$ cat src/rtl/sync_mode_detect.sv
// sync_mode_detect: front-end sync qualifier for the TRS-80 capture path.
// Cleans the raw hsync/vsync pins, measures hsync width, line period and
// lines per frame, classifies 64/80 column and 50/60Hz timing, and reports
// lock for the DPLL NCO select and the capture counter presets.
// line_strobe and frame_strobe are single-cycle event pulses with no
// backpressure: a consumer must take them in the cycle they are high.
module sync_mode_detect #(
  parameter int GLITCH_N   = 3,
  parameter int WIDTH_THR  = 142,
  parameter int PER_MIN    = 1500,
  parameter int PER_MAX    = 1700,
  parameter int LINES_THR  = 288,
  parameter int LOCK_LINES = 64,
  parameter int MISS_MAX   = 4
) (
  input  logic        vgaclk,
  input  logic        reset,
  input  logic        hsync_in,
  input  logic        vsync_in,
  output logic        hsync_clean,
  output logic        vsync_clean,
  output logic        line_strobe,
  output logic        frame_strobe,
  output logic [7:0]  hsync_width,
  output logic [10:0] line_period,
  output logic [9:0]  frame_lines,
  output logic        mode80,
  output logic        hz50,
  output logic        locked,
  output logic [1:0]  dbg_state
);

  localparam int              GW          = $clog2(GLITCH_N + 1);
  localparam logic [GW-1:0]   GLITCH_LAST = GW'(GLITCH_N - 1);
  localparam logic [7:0]      W_THR       = 8'(WIDTH_THR);
  localparam logic [10:0]     P_MIN       = 11'(PER_MIN);
  localparam logic [10:0]     P_MAX       = 11'(PER_MAX);
  localparam logic [10:0]     P_SAT       = 11'h7FF;
  localparam logic [9:0]      L_THR       = 10'(LINES_THR);
  localparam logic [9:0]      FR_MIN      = 10'd150;
  localparam logic [9:0]      FR_MAX      = 10'd400;
  localparam logic [9:0]      L_SAT       = 10'h3FF;
  localparam logic [7:0]      LOCK_CNT    = 8'(LOCK_LINES);
  localparam logic [2:0]      MISS_LAST   = 3'(MISS_MAX - 1);

  typedef enum logic [1:0] {
    SEARCH = 2'd0,
    TRACK  = 2'd1,
    LOCKED = 2'd2
  } state_t;

  state_t state_q, state_d;

  logic          h_meta, h_sync, h_prev;
  logic          v_meta, v_sync, v_prev;
  logic [GW-1:0] h_run, v_run;
  logic          h_rise, h_fall, v_fall;

  logic [7:0]    width_cnt;
  logic [10:0]   per_cnt, per_next;
  logic          per_valid, period_ok, per_sat;
  logic          cls80, line_good;

  logic [9:0]    line_cnt, fl_next;
  logic          fl_legal, frame_seen;

  logic [7:0]    good_cnt;
  logic [2:0]    miss_cnt;

  // hsync: 2-FF synchronizer, then a run filter that flips the clean level
  // only after GLITCH_N consecutive samples disagree with it.
  always_ff @(posedge vgaclk or posedge reset) begin
    if (reset) begin
      h_meta      <= 1'b0;
      h_sync      <= 1'b0;
      h_run       <= '0;
      hsync_clean <= 1'b0;
      h_prev      <= 1'b0;
    end else begin
      h_meta <= hsync_in;
      h_sync <= h_meta;
      h_prev <= hsync_clean;
      if (h_sync == hsync_clean) begin
        h_run <= '0;
      end else if (h_run == GLITCH_LAST) begin
        hsync_clean <= h_sync;
        h_run       <= '0;
      end else begin
        h_run <= h_run + 1'b1;
      end
    end
  end

  // vsync: same synchronizer and run filter as hsync.
  always_ff @(posedge vgaclk or posedge reset) begin
    if (reset) begin
      v_meta      <= 1'b0;
      v_sync      <= 1'b0;
      v_run       <= '0;
      vsync_clean <= 1'b0;
      v_prev      <= 1'b0;
    end else begin
      v_meta <= vsync_in;
      v_sync <= v_meta;
      v_prev <= vsync_clean;
      if (v_sync == vsync_clean) begin
        v_run <= '0;
      end else if (v_run == GLITCH_LAST) begin
        vsync_clean <= v_sync;
        v_run       <= '0;
      end else begin
        v_run <= v_run + 1'b1;
      end
    end
  end

  assign h_rise = hsync_clean & ~h_prev;
  assign h_fall = ~hsync_clean & h_prev;
  assign v_fall = ~vsync_clean & v_prev;

  // Combinational per-line qualifiers. The line is judged on the hsync fall,
  // when both its period (captured at the rise) and its width are known.
  always_comb begin
    per_next  = (per_cnt == P_SAT) ? P_SAT : per_cnt + 11'd1;
    per_sat   = (per_cnt == P_SAT);
    cls80     = (width_cnt < W_THR);
    line_good = period_ok && (cls80 == mode80);
    fl_next   = line_cnt;
    if (h_rise && (line_cnt != L_SAT)) begin
      fl_next = line_cnt + 10'd1;
    end
    fl_legal  = (fl_next >= FR_MIN) && (fl_next <= FR_MAX);
  end

  // Width and period measurement. The first rise after reset only arms the
  // period counter, so that line can never be judged legal.
  always_ff @(posedge vgaclk or posedge reset) begin
    if (reset) begin
      width_cnt   <= 8'd0;
      hsync_width <= 8'd0;
      per_cnt     <= 11'd0;
      line_period <= 11'd0;
      per_valid   <= 1'b0;
      period_ok   <= 1'b0;
      line_strobe <= 1'b0;
    end else begin
      line_strobe <= h_rise;
      if (h_rise) begin
        width_cnt <= 8'd1;
      end else if (hsync_clean && (width_cnt != 8'hFF)) begin
        width_cnt <= width_cnt + 8'd1;
      end
      if (h_fall) begin
        hsync_width <= width_cnt;
      end
      if (h_rise) begin
        line_period <= per_next;
        per_cnt     <= 11'd0;
        per_valid   <= 1'b1;
        period_ok   <= per_valid && (per_next >= P_MIN) && (per_next <= P_MAX);
      end else if (!per_sat) begin
        per_cnt <= per_cnt + 11'd1;
      end
    end
  end

  // Frame line counting. A rise coincident with the vsync fall belongs to
  // the closing frame; the new frame then starts from zero.
  always_ff @(posedge vgaclk or posedge reset) begin
    if (reset) begin
      line_cnt     <= 10'd0;
      frame_lines  <= 10'd0;
      frame_strobe <= 1'b0;
      hz50         <= 1'b0;
    end else begin
      frame_strobe <= v_fall;
      if (v_fall) begin
        frame_lines <= fl_next;
        line_cnt    <= 10'd0;
        if (fl_legal) begin
          hz50 <= (fl_next > L_THR);
        end
      end else begin
        line_cnt <= fl_next;
      end
    end
  end

  // FSM state register.
  always_ff @(posedge vgaclk or posedge reset) begin
    if (reset) begin
      state_q <= SEARCH;
    end else begin
      state_q <= state_d;
    end
  end

  // FSM next state. A class change while locked goes straight back to
  // SEARCH, where the mode is rewritten from the new class.
  always_comb begin
    state_d = state_q;
    case (state_q)
      SEARCH: begin
        if (h_fall && period_ok) state_d = TRACK;
      end
      TRACK: begin
        if (h_fall && !line_good) begin
          state_d = SEARCH;
        end else if ((good_cnt >= LOCK_CNT) && frame_seen) begin
          state_d = LOCKED;
        end
      end
      LOCKED: begin
        if (per_sat) begin
          state_d = SEARCH;
        end else if (h_fall && (cls80 != mode80)) begin
          state_d = SEARCH;
        end else if (h_fall && !line_good && (miss_cnt == MISS_LAST)) begin
          state_d = SEARCH;
        end
      end
      default: state_d = SEARCH;
    endcase
  end

  // Good/miss line counters, mode register and legal-frame flag.
  always_ff @(posedge vgaclk or posedge reset) begin
    if (reset) begin
      good_cnt   <= 8'd0;
      miss_cnt   <= 3'd0;
      mode80     <= 1'b0;
      frame_seen <= 1'b0;
      locked     <= 1'b0;
    end else begin
      locked <= (state_q == LOCKED);
      if ((state_q == SEARCH) && h_fall) begin
        mode80 <= cls80;
      end
      if (state_q == SEARCH) begin
        frame_seen <= 1'b0;
      end else if (v_fall && fl_legal) begin
        frame_seen <= 1'b1;
      end
      if (state_d == SEARCH) begin
        good_cnt <= 8'd0;
        miss_cnt <= 3'd0;
      end else if (state_q == SEARCH) begin
        good_cnt <= 8'd1;
        miss_cnt <= 3'd0;
      end else if (state_q == TRACK) begin
        miss_cnt <= 3'd0;
        if (h_fall && (good_cnt != LOCK_CNT)) begin
          good_cnt <= good_cnt + 8'd1;
        end
      end else if (h_fall) begin
        miss_cnt <= line_good ? 3'd0 : miss_cnt + 3'd1;
      end
    end
  end

  assign dbg_state = state_q;

endmodule

$ cat config.mk
export PLATFORM = sky130hd
export DESIGN_NAME = sync_mode_detect
export DESIGN_NICKNAME = d
export VERILOG_FILES = /design/src/rtl/sync_mode_detect.sv
export SDC_FILE = /design/constraint.sdc
export NUM_CORES = 1
export LEC_CHECK = 0
export ABC_AREA = 1
export CORE_MARGIN = 8
export CORE_UTILIZATION = 40
export DETAILED_ROUTE_END_ITERATION = 6
export PLACE_DENSITY_LB_ADDON = 0.3
export REMOVE_ABC_BUFFERS = 1
export SLEW_MARGIN = 30
export SYNTH_ARGS = -nofsm -noshare
export SYNTH_HDL_FRONTEND = slang
export SYNTH_SLANG_ARGS = --single-unit
$ cat constraint.sdc
create_clock -name vgaclk -period 3.2 [get_ports vgaclk]
set_input_delay 0.64 -clock vgaclk [delete_from_list [all_inputs] [get_ports vgaclk]]
set_output_delay 0.64 -clock vgaclk [all_outputs]
set_load 0.05 [all_outputs]
==> results of run 1 <==
power by group through the flow:
stage	Clock (mW)	Sequential [mW]	Combinational, mW
after global routing	1.21	1.58	1.79
after global placement	0	1.56	1.60
after CTS	1.17	1.55	1.64
after detailed placement	0	1.57	1.63
after floorplan	0	1.94	0.744
final	1.14	1.55	1.62
layer usage:
layer	part of all wire [%]	vias to the layer above	wire [um]
met3	5.0	13	483
met2	49	53	4730
li1	-	1865	-
met5	0	-	0
met1	45	1732	4340
met4	0.84	0	81
worst reg2reg max path: cells and delay by family, from the launching register on:
family | cells | cell delay [ns]
AO/OA/AOI/OAI | 1 | 0.18
flip-flops | 1 | 0.39
buffers and inverters | 1 | 0.05
adder cells (fa/ha/maj) | 1 | 0.21
AND/OR/NAND/NOR | 11 | 1.38
worst paths after layout:
| path | from | end | slack (ns) | cells past startpoint |
|---|---|---|---|---|
| max | per_cnt[0]$_DFFE_PP0P_ | good_cnt[4]$_DFFE_PP0P_ | 0.88 | 14 |
| min | v_meta$_DFF_PP0_ | v_sync$_DFF_PP0_ | 0.35 | 0 |
| max reg2reg | per_cnt[0]$_DFFE_PP0P_ | good_cnt[4]$_DFFE_PP0P_ | 0.88 | 14 |
| min reg2reg | v_meta$_DFF_PP0_ | v_sync$_DFF_PP0_ | 0.35 | 0 |
| max in group asynchronous | reset | hsync_clean$_DFFE_PP0P_ | 1.80 | 3 |
| min in group asynchronous | reset | good_cnt[3]$_DFFE_PP0P_ | 0.69 | 2 |
state kept, by name, summed over array words and instances (netlist names), 2 cells and up:
signal       flops
dbg_state        2
v_run            2
frame_lines     10
hsync_width      8
per_cnt         11
line_period     11
h_run            2
miss_cnt         3
line_cnt        10
width_cnt        8
good_cnt         8
cell type report:
cell class	count	area, um^2
multi-input cells	385	1930
clock buffers	10	229
fillers	1080	5830
clock inverters	6	88.8
inverters	77	293
well taps	143	179
repair buffers	44	445
flip-flops and latches	91	2280
placed cells by master, fill, tap and decap left out, types with 5 or more instances in the layout:
master           instances
ha_1                     7
inv_2                    7
nand3_1                 35
clkdlybuf4s50_1         41
nor2_2                   5
o21ai_0                 45
dfrtp_1                 91
nor2_1                  57
nand2_1                154
a21oi_1                 10
nand2_2                  6
clkbuf_16                9
nor3_1                  15
nand4_1                  7
xnor2_1                  6
inv_1                   68
xor2_1                   8
metrics by stage:
stage	utilization, %	std cells
global route	48.3	756
global placement	45.5	740
floorplan	-	553
CTS	48.3	756
detailed placement	45.5	740
finish	48.3	756
cells by family after synthesis:
| group | share of synthesized area (%) |
|---|---|
| buffers and inverters | 7.48 |
| and+or+nand+nor | 30.1 |
| DFF | 50.0 |
| xor gates and xnor gates | 2.69 |
| adders and majority gates | 1.92 |
| AOI/OAI and AO/OA | 7.78 |
==> run summary, run 1 <==
sequential cell area fraction in the yosys report: 50.0%
number of rows in the core area: 39
cell taking the most area after synthesis: dfrtp_1
cts bufs inserted: 9
fraction of power consumed by the clock network: 26.4%
total internal power: 2.54 mW
total iterations of the first detailed-routing run: 4
worst-path fanout max: 13
largest cells by area after synthesis: dfrtp_1 (50%), nand2_1 (13%), inv_1 (5.7%)
Top-Level Pins: 42
CTS Root Cell: clkbuf_16
final number of hold-violating endpoints: 0
global routing's busiest layer: met2
routed via count: 3,663
worst-case setup margin in the final layout: 0.882 ns
Post-CTS Repair Setup Buffers: 0
Most Frequent Cell on Critical Path: nand2_1
CP arrival: 2.56 ns
Net Sw Power: 1.76 mW
synthesized area per cell: 8.05 um^2
level count of the clock H-tree: 3
overall overflow remaining after global route: 0
number of storage elements in the synthesis netlist: 91
proportion of power drawn by flip-flops and latches: 36.0%
power per cell area: 790 nW/um^2
part of the total power dissipated in combinational logic: 37.6%
Largest delay share family, worst path: simple AND/OR/NAND/NOR gates
drt first-iter violations: 206
initial core utilization: 40.4%
DPL Wire Length: 7.03 mm
Setup CP Type: reg2reg
total buffers and inverters traversed by the critical path: 1
routability congestion estimate: 0.854
final setup vio count: 0
portion of synthesized cell area occupied by the leading cell type: 50.0%
maximum vdd drop: 0.539 mV
Slew HR: 44.2%
post-route fraction of the period consumed by the critical path: 72.4%
Fin Setup TNS: 0 ns
final routed DRC violation total: 0
outcome: complete, no violations
Fin Clk Skew: 0.00488 ns
# port buffers: 41
Post-CTS Hold Buffers: 0
worst slack, placed: 0.896 ns
overall routed net length: 9.64 mm
wire length of the first global-routing pass: 16.6 mm
number of diodes: 0
Pleak: 2.62 nW
type of the worst min-delay path: reg2reg
Crit path largest cell delay: 0.39 ns
clock sinks: 91
number of max-cap violations: 0
final antenna-violating net count: 0
Floorplan Core Area: 11,300 um^2
number of antenna violations at the first check in global routing: 0
endpoint kind of the worst setup timing path: flip-flop
register clock-pin slew on the reported worst setup and hold paths: 0.07 ns
via density per instance: 4.85
grt met2 use: 23.6%
count of pins over their slew limit: 0
Worst EP required: 3.44 ns
Async SR Flop Fraction: 100%
CP Cell Sequence: ha_1 > nand2_1 > nor2_4 > nand3_2 > nand2_1 > inv_2 > o211ai_4 > nand2_2 > nor2_8 > nor2_2 > nand2_4 > nand2_4 > nand2_1 > nand2_1
mapped cell area: 4550 um^2
power after layout: 4.30 mW
warnings from Yosys: 0
fraction of layout cells with a size suffix above 1: 9.14%
routed length per placed instance: 12.7 um
min Tclk post-route: 2.32 ns
worst slew pin tran: 0.836 ns
Synth cell types: 36
unrepaired setup endpoints after global routing: no
CTS max path bufs: 2
prevailing post-synth register cell: dfrtp_1
EDFF count, synth: 0
cell count after synthesis: 565
Die Span X: 123 um
maximum clock rate: 0.431 GHz
most frequent cells after synthesis: nand2_1 (154), dfrtp_1 (91), inv_1 (69)
post-layout net count: 619
total cell area at the placement stage: 5130 um^2
vias in the first global route: 3,634
maximum number of pins on one net before global-route repair: 55
post-CTS resize count: 0
Skew-Pair Late Insertion Delay: 0.34 ns
top-count cell post-synth: nand2_1
met3 Usage GRT: 4.37%
sort of element at the start of the critical path: flip-flop
met1 Use GR: 16.3%
die outline area: 15,000 um^2
slowest stage cell on the critical path: dfrtp_1
post-route design area: 5450 um^2
die boundary height: 123 um
CTS tree: done
final worst hold slack: 0.350 ns
switch share: 40.9%
synthesis-to-finish area growth: 19.7%
overall routing resource usage: 13.7%
Power figures use the tool's default switching activity.
==> run 2: changes to the inputs <==
==> constraint.sdc (replaced) <==
create_clock -name vgaclk -period 2.3 [get_ports vgaclk]
set_input_delay 0.46 -clock vgaclk [delete_from_list [all_inputs] [get_ports vgaclk]]
set_output_delay 0.46 -clock vgaclk [all_outputs]
set_load 0.05 [all_outputs]
==> run 2 against run 1 <==
Against the previous run: core utilization up 0.29 points; clock-buffer cell count decreased by 1; clock power grew 34%; final cell count grew 0.53%; global-route usage rose by 0.23 points; sequential share of layout area down 0.23 points; non-clock buffer count grew 4; sequential power grew 39%; clock skew rose by 0.0048 ns; flip-flop and latch count unchanged; critical path type is now reg2out; highest routed layer unchanged.
==> run summary, run 2 (synthesis gave the netlist of run 1 again) <==
maximum clock rate: 0.474 GHz
unrepaired setup endpoints after global routing: no
Largest delay share family, worst path: buffers and inverters
wire length of the first global-routing pass: 16.8 mm (+0.91%)
Setup CP Type: reg2out
final number of hold-violating endpoints: 0 (unchanged)
count of pins over their slew limit: 0 (unchanged)
via density per instance: 4.86 (+0.21%)
vias in the first global route: 3,692 (+1.6%)
number of standard cells in the layout, taps in and fillers out: 760 (+0.53%)
maximum vdd drop: 0.742 mV (+38%)
final antenna-violating net count: 0 (unchanged)
drt first-iter violations: 336 (+63%)
level count of the clock H-tree: 3 (unchanged)
cts bufs inserted: 9 (unchanged)
CTS max path bufs: 2 (unchanged)
final routed DRC violation total: 0 (unchanged)
startpoint of the lowest-slack hold path: v_meta$_DFF_PP0_
CTS tree: done
Fin Clk Skew: 0.00973 ns (+0.00485 ns)
Critical Path Source: hsync_clean$_DFFE_PP0P_
synthesis-to-finish area growth: 20.4%
initial core utilization: 40.4% (unchanged)
CTS Root Cell: clkbuf_16
min Tclk post-route: 2.11 ns
number of antenna violations at the first check in global routing: 0 (unchanged)
number of rows in the core area: 39 (unchanged)
overall routed net length: 9.64 mm (about the same)
biggest regs: line_period x11, per_cnt x11
most common cell after layout, fill and taps aside: nand2_1
R2R Path Start: line_cnt[0]$_DFF_PP0_
number of max-cap violations: 0 (unchanged)
Post-CTS Repair Setup Buffers: 0 (unchanged)
worst-case setup margin in the final layout: 0.190 ns (-0.692 ns)
slowest stage cell on the critical path: clkdlybuf4s50_1
type of the worst min-delay path: reg2reg
worst slew pin tran: 0.791 ns (-0.0448 ns)
overall routing resource usage: 14.0% (+0.23 points)
# port buffers: 41 (unchanged)
CP Cell Sequence: clkdlybuf4s50_1
die outline area: 15,000 um^2 (unchanged)
routed via count: 3,690 (+0.74%)
Skew-Pair Late Insertion Delay: 0.35 ns (about the same)
final setup vio count: 0 (unchanged)
maximum number of pins on one net before global-route repair: 34 (-38%)
overall overflow remaining after global route: 0 (unchanged)
sort of element at the start of the critical path: flip-flop
outcome: complete, no violations
routed length per placed instance: 12.7 um (-0.50%)
worst-path fanout max: 5 (-8)
power per cell area: 1080 nW/um^2 (+37%)
worst slack, placed: 0.136 ns (-0.760 ns)
Crit path largest cell delay: 0.87 ns (+0.48 ns)
Die Span X: 123 um (unchanged)
endpoint kind of the worst setup timing path: output pin
DPL Wire Length: 7.07 mm (+0.50%)
post-route fraction of the period consumed by the critical path: 91.7%
total iterations of the first detailed-routing run: 4 (unchanged)
total buffers and inverters traversed by the critical path: 1 (unchanged)
number of diodes: 0 (unchanged)
Pleak: 2.64 nW (+0.95%)
Worst EP required: 1.84 ns (-1.60 ns)
share of the core filled with cells: 48.6% (+0.29 points)
Top-Level Pins: 42 (unchanged)
post-layout net count: 623 (+0.65%)
fraction of layout cells with a size suffix above 1: 10.0% (+0.91 points)
die boundary height: 123 um (unchanged)
CP arrival: 1.65 ns (-0.91 ns)
register clock-pin slew on the reported worst setup and hold paths: 0.07 ns (about the same)
clock sinks: 91 (unchanged)
placed cell count: 744 (+0.54%)
Slew HR: 47.2% (+3.0 points)
routability congestion estimate: 0.826 (-3.2%)
most frequent cells in the layout: nand2_1 (154), dfrtp_1 (90), inv_1 (68)
Floorplan Core Area: 11,300 um^2 (unchanged)
-- run 2: through the flow --
step	cell area, um^2	hold slack (ns)	TNS [ns]	power [mW]
floorplan	4500	0.331	-48.76	3.73
global placement	5170	0.339	0	4.41
detailed placement	5170	0.336	0	4.45
CTS	5480	0.361	0	6.01
global route	5480	0.361	0	6.34
finish	5480	0.360	0	5.94
-- run 2: final timing paths --
check | to | slack [ns] | depth (start not counted)
max | hsync_clean | 0.19 | 1
min | v_sync$_DFF_PP0_ | 0.36 | 0
max reg2reg | hz50$_DFFE_PP0P_ | 0.20 | 16
min reg2reg | v_sync$_DFF_PP0_ | 0.36 | 0
max in group asynchronous | line_period[1]$_DFFE_PP0P_ | 1.30 | 3
min in group asynchronous | vsync_clean$_DFFE_PP0P_ | 0.46 | 2
-- run 2: power breakdown --
| part | internal, mW | switching [mW] | total, mW |
|---|---|---|---|
| registers | 1.92 | 0.241 | 2.16 |
| clock network | 0.864 | 0.670 | 1.53 |
| logic | 0.684 | 1.57 | 2.25 |
| total | 3.46 | 2.48 | 5.94 |
-- run 2: routing by layer --
metal | global-route usage, % | share of wire (%) | vias to the layer above
met5 | 0 | 0 | -
met1 | 16.9 | 46 | 1761
met3 | 4.97 | 5.4 | 7
li1 | - | - | 1869
met2 | 22.9 | 48 | 53
met4 | 3.96 | 0.83 | 0
-- run 2: area by class of cell --
cell class | count | area (um^2)
clock buffers | 9 | 225
fillers | 1061 | 5790
clock inverters | 7 | 81.3
repair buffers | 48 | 488
well taps | 143 | 179
multi-input cells | 385 | 1930
inverters | 77 | 293
flip-flops and latches | 91 | 2280
-- run 2: worst register-to-register path, delay by kind of cell (launching register included) --
family | cells | cell delay [ns]
flip-flops | 1 | 0.43
adder cells (fa/ha/maj) | 1 | 0.23
AND/OR/NAND/NOR | 14 | 1.26
buffers and inverters | 1 | 0.07
-- run 2: timing repair --
action,4_1_cts,5_1_grt
gates resized for setup,0,1
hold buffers,0,0
setup endpoints to repair,0,2
